$ cat src/rtl/smbm_result_stream.sv
// smbm_result_stream: captures the sorted smbm output list on start and streams
// the non-filtered entries in index order over valid/ready, capped at k beats.
module smbm_result_stream #(
    parameter int BIT_VEC_SIZE     = 128,
    parameter int BIT_VEC_SIZE_LOG = 7,
    parameter int VAL_W            = 8
) (
    input  logic                                                     clk,
    input  logic                                                     rst,
    input  logic                                                     start,
    input  logic [BIT_VEC_SIZE-1:0][VAL_W+BIT_VEC_SIZE_LOG-1:0]      in_list,
    input  logic [BIT_VEC_SIZE_LOG:0]                                k_limit,
    output logic                                                     out_valid,
    input  logic                                                     out_ready,
    output logic [VAL_W-1:0]                                         out_val,
    output logic [BIT_VEC_SIZE_LOG-1:0]                              out_ptr,
    output logic [BIT_VEC_SIZE_LOG-1:0]                              out_idx,
    output logic                                                     out_last,
    output logic                                                     busy,
    output logic [BIT_VEC_SIZE_LOG:0]                                count,
    output logic                                                     done
);

    localparam int ENTRY_W = VAL_W + BIT_VEC_SIZE_LOG;

    typedef enum logic [1:0] {
        IDLE,
        STREAM,
        FIN
    } state_t;

    state_t                                  state, state_nxt;
    logic [BIT_VEC_SIZE-1:0][ENTRY_W-1:0]    shadow;
    logic [BIT_VEC_SIZE-1:0]                 pend;
    logic [BIT_VEC_SIZE_LOG:0]               k;
    logic [BIT_VEC_SIZE_LOG:0]               count_r;
    logic [BIT_VEC_SIZE_LOG:0]               count_inc;
    logic [BIT_VEC_SIZE_LOG-1:0]             sel;
    logic                                    any;
    logic                                    single;
    logic                                    lim_hit;
    logic                                    capture;
    logic                                    hs;

    // Scan from the top so the lowest pending index wins.
    always_comb begin
        sel = '0;
        for (int unsigned i = 0; i < BIT_VEC_SIZE; i++) begin
            if (pend[BIT_VEC_SIZE-1-i]) begin
                sel = BIT_VEC_SIZE_LOG'(BIT_VEC_SIZE - 1 - i);
            end
        end
    end

    assign any       = |pend;
    assign single    = any && ((pend & (pend - 1'b1)) == '0);
    assign count_inc = count_r + 1'b1;
    assign lim_hit   = (k != '0) && (count_r == k);

    always_comb begin
        state_nxt = state;
        out_valid = 1'b0;
        out_last  = 1'b0;
        capture   = 1'b0;
        case (state)
            IDLE: begin
                if (start) begin
                    capture   = 1'b1;
                    state_nxt = STREAM;
                end
            end
            STREAM: begin
                if (!any || lim_hit) begin
                    state_nxt = FIN;
                end else begin
                    out_valid = 1'b1;
                    out_last  = single || ((k != '0) && (count_inc == k));
                    if (out_ready && out_last) begin
                        state_nxt = FIN;
                    end
                end
            end
            FIN:     state_nxt = IDLE;
            default: state_nxt = IDLE;
        endcase
    end

    assign hs      = out_valid && out_ready;
    assign busy    = (state != IDLE);
    assign done    = (state == FIN);
    assign count   = count_r;
    assign out_val = shadow[sel][ENTRY_W-1 -: VAL_W];
    assign out_ptr = shadow[sel][BIT_VEC_SIZE_LOG-1:0];
    assign out_idx = sel;

    always_ff @(posedge clk) begin
        if (rst) begin
            state <= IDLE;
        end else begin
            state <= state_nxt;
        end
    end

    always_ff @(posedge clk) begin
        if (rst) begin
            pend    <= '0;
            k       <= '0;
            count_r <= '0;
        end else if (capture) begin
            for (int unsigned i = 0; i < BIT_VEC_SIZE; i++) begin
                pend[i] <= (in_list[i] != '1);
            end
            k       <= k_limit;
            count_r <= '0;
        end else if (hs) begin
            pend[sel] <= 1'b0;
            count_r   <= count_inc;
        end
    end

    // Shadow contents are don't-care after reset, so no reset term.
    always_ff @(posedge clk) begin
        if (capture) begin
            shadow <= in_list;
        end
    end

endmodule

$ cat config.mk
export PLATFORM = sky130hd
export DESIGN_NAME = smbm_result_stream
export DESIGN_NICKNAME = d
export VERILOG_FILES = /design/src/rtl/smbm_result_stream.sv
export SDC_FILE = /design/constraint.sdc
export NUM_CORES = 2
export LEC_CHECK = 0
export ABC_CLOCK_PERIOD_IN_PS = 64200
export CAP_MARGIN = 0
export CORE_AREA = 2 2 776 778
export CTS_CLUSTER_SIZE = 10
export DETAILED_ROUTE_END_ITERATION = 12
export DIE_AREA = 0 0 778 780
export GPL_ROUTABILITY_DRIVEN = 0
export PLACE_DENSITY = 0.36
export SETUP_SLACK_MARGIN = 0.1
export SLEW_MARGIN = 0
export SYNTH_ARGS = -nofsm -noshare
export SYNTH_HDL_FRONTEND = slang
export SYNTH_SLANG_ARGS = --single-unit
$ cat constraint.sdc
create_clock -name clk -period 64.2 [get_ports clk]
set_input_delay 9.63 -clock clk [delete_from_list [all_inputs] [get_ports clk]]
set_output_delay 9.63 -clock clk [all_outputs]
set_load 0.01 [all_outputs]
==> impl_metrics.tcl <==
set metrics [dict create \
    outcome "finished clean" \
    critPathMaxFanout 40 \
    hold_viol_final 0 \
    vias 73000 \
    clkLatencyLatePin_ps 980 \
    totalWireLength_mm 680 \
    hold_depth 2 \
    die_h_um 780 \
    viasPerCell 4.34 \
    htreeDepth 5 \
    setup_ws_ps 44710 \
    core_region_area_um2 599000 \
    port_buffers 1965 \
    grt_pass1_wl_mm 841 \
    numCtsBuffers 278 \
    nNetsFinal 10400 \
    synth-seq-area-share_pct 70.2 \
    track_usage_pct 21.4 \
    drive_gt1_share_pct 8.18 \
    area_growth_pct 45.6 \
    hp-class "reg -> reg" \
    cts_buffer_depth 4 \
    maxSlewHeadroom_pct 3.77 \
    grt_pass1_vias 73300 \
    critPathRequiredTime_ps 54570 \
    drv_slew 0 \
    yosysWarnings 0 \
    fin_crit_ps 19490 \
    post_dp_cell_area_um2 117000 \
    reg2regPathDepth 16 \
    finClkSkew_ps 67.0 \
    finalSetupTns_ps 0 \
    drcViolationCount 0 \
    clkTransAtPathRegs_ps 60 \
    clockRootBuffer "clkbuf_16" \
    hold_buffers 0 \
    ys_ff_latch 2066 \
    io_pins 1966 \
    min_to "k[0]$_SDFFE_PP0P_" \
    dpl.hpwl_mm 563 \
    leakagePower_nw 40.6 \
    power_density_nw_per_um2 33.7 \
    postCtsSetupRepairBufs 0 \
    dr.first_iter.drc_count 8075 \
    first_pass_iters 6 \
    max_cap_violations 0 \
    r2r-start "pend[85]$_SDFFE_PP0P_" \
    clock_sinks 2066 \
    p_total_mw 4.24 \
    routedWlPerCell_um 40.4 \
    critPathCaptureType "output pin" \
    worst_ep_arrival_time_ps 9860 \
    dp_slack_ps 45680 \
    tightestPinTransition_ps 1440 \
    grt_max_degree 201 \
    syn_avg_cell_area_um2 13.5 \
    rsz0062_at_grt "false" \
    grt_antenna_before_repair 345 \
    die_w_um 778 \
    hp-start "k[0]$_SDFFE_PP0P_" \
    syn_area_um2 86300 \
    synth_edf_count 1920 \
    ant_nets 0 \
    cts_resized 0 \
    dieArea_um2 607000 \
    start_kind "flop" \
    rows 285 \
    final_area_um2 126000 \
    grt_overflow 0 \
    finalCritPeriodShare_pct 30.4 \
    finalSetupViolCount 0 \
    peakVddDrop_v 0.0000205 \
    worstReg2RegEnd "pend[80]$_SDFFE_PP0P_" \
    r2r_setup_slack_ps 56790 \
    synth_top_flop_cell "edfxtp_1" \
    timing.fmax_mhz 51.3 \
    tritoncts "yes" \
    syn-num-nets 8310 \
    syn_inst 6377 \
    path_class "reg -> out" \
    async_reset_ff_share_pct 0 \
    ys_types 85 \
    initial_core_util_pct 14.4 \
]
## layer usage
metal	GRT usage (%)	vias to the layer above	part of all wire, %
met3	4.86	952	7.1
met5	0	-	0.14
met1	26.5	37500	41
met4	6.15	152	3.2
li1	-	30200	-
met2	37.1	4214	49
## metrics by stage
step / instances / hold slack (ps) / util, %
after floorplan: 6377 / 460 / -
after global placement: 16200 / 485 / 19.5
after detailed placement: 16200 / 479 / 19.5
after CTS: 16700 / 487 / 20.9
after global routing: 16700 / 504 / 20.9
final: 16800 / 486 / 21.0
## cell usage in the layout (no fill, tap or decap), types with 12 or more instances in the layout
cell / n
edfxtp_1: 1920
or3_1: 12
or2_2: 14
inv_1: 25
o22ai_1: 217
and3_1: 14
nor3_2: 21
clkbuf_1: 61
nor4_1: 41
a221oi_1: 152
a221o_1: 186
or4_1: 22
o31ai_1: 16
buf_4: 222
clkbuf_16: 281
nand2_1: 516
a21oi_1: 323
a211oi_1: 32
a31oi_1: 37
o21ai_1: 31
inv_6: 12
clkinv_2: 18
dfxtp_1: 146
clkinv_1: 43
mux2i_1: 430
nor3_1: 177
clkdlybuf4s50_1: 1964
diode_2: 129
nor2_1: 236
nand4_1: 423
nand3_1: 377
a22oi_1: 34
o21ai_0: 346
## cell usage after synthesis (53+ instances only)
cell type / count / area share [%]
edfxtp_1: 1920 / 67
nand2_1: 532 / 2.3
mux2i_1: 431 / 5.0
nand4_1: 423 / 3.1
o21ai_0: 381 / 2.2
nand3_1: 380 / 2.2
a21oi_1: 325 / 1.9
clkbuf_1: 302 / 1.3
nor2_1: 247 / 1.1
o22ai_1: 220 / 1.6
nor3_1: 198 / 1.1
a221o_1: 186 / 2.2
a221oi_1: 156 / 1.6
dfxtp_1: 146 / 3.4
buf_1: 53 / 0.23
## layout make-up
| cell class | instances | area, um2 |
|---|---|---|
| Fill cell | 64400 | 474000 |
| Sequential cell | 2066 | 60600 |
| Multi-Input combinational cell | 3908 | 24700 |
| Timing Repair Buffer | 2201 | 21600 |
| Tap cell | 8036 | 10100 |
| Clock buffer | 350 | 7370 |
| Clock inverter | 102 | 1000 |
| Antenna cell | 129 | 323 |
| Inverter | 30 | 124 |
## worst max path at each step
stage | start | endpoint | slack [ps]
final | pend[80]$_SDFFE_PP0P_ | out_val[6] | 44710
after CTS | pend[92]$_SDFFE_PP0P_ | out_val[6] | 44570
after global placement | pend[96]$_SDFFE_PP0P_ | out_ptr[6] | 44800
after detailed placement | pend[80]$_SDFFE_PP0P_ | out_val[6] | 45680
after floorplan | start | shadow[0]$_DFFE_PP_ | 4950
after global routing | pend[96]$_SDFFE_PP0P_ | out_ptr[3] | 44750
## where the power goes
part           total (mW)  switching (mW)  internal [mW]
combinational        1.07           0.745          0.320
sequential           1.68          0.0584           1.62
clock                1.49           0.646          0.846
total                4.24            1.45           2.79
## sequential cells by signal, indices dropped and copies added (netlist names)
register / count
shadow: 1920
count: 8
pend: 128
state: 2
k: 8
## critical path, stage by stage, from the launching register on
cell             delay [ps]
dfxtp_1                 560
nor2_1                  190
a211oi_1                240
o211ai_1                200
a2111oi_0              1050
o21ai_0                 420
and2_4                  360
nand3_4                 320
buf_4                   510
buf_4                   770
buf_4                   570
o22ai_1                 160
o21ai_0                 940
nand4_1                 400
nand2_1                 500
or4b_2                  780
clkdlybuf4s50_1         650
## kinds of logic (layout without fill, tap and decap cells)
group                      Yosys count  after routing  share of synthesized area, %
AOI/OAI and AO/OA                 1508           1508                          11.6
xor gates and xnor gates            19             19                         0.193
adders and majority gates            3              3                        0.0377
buffers and inverters              403           2683                          1.79
DFF                               2066           2066                          70.2
muxes                              436            436                          5.09
other                                0            129                             0
and+or+nand+nor                   1942           1942                          11.1
(Power assumes the default switching activity.)
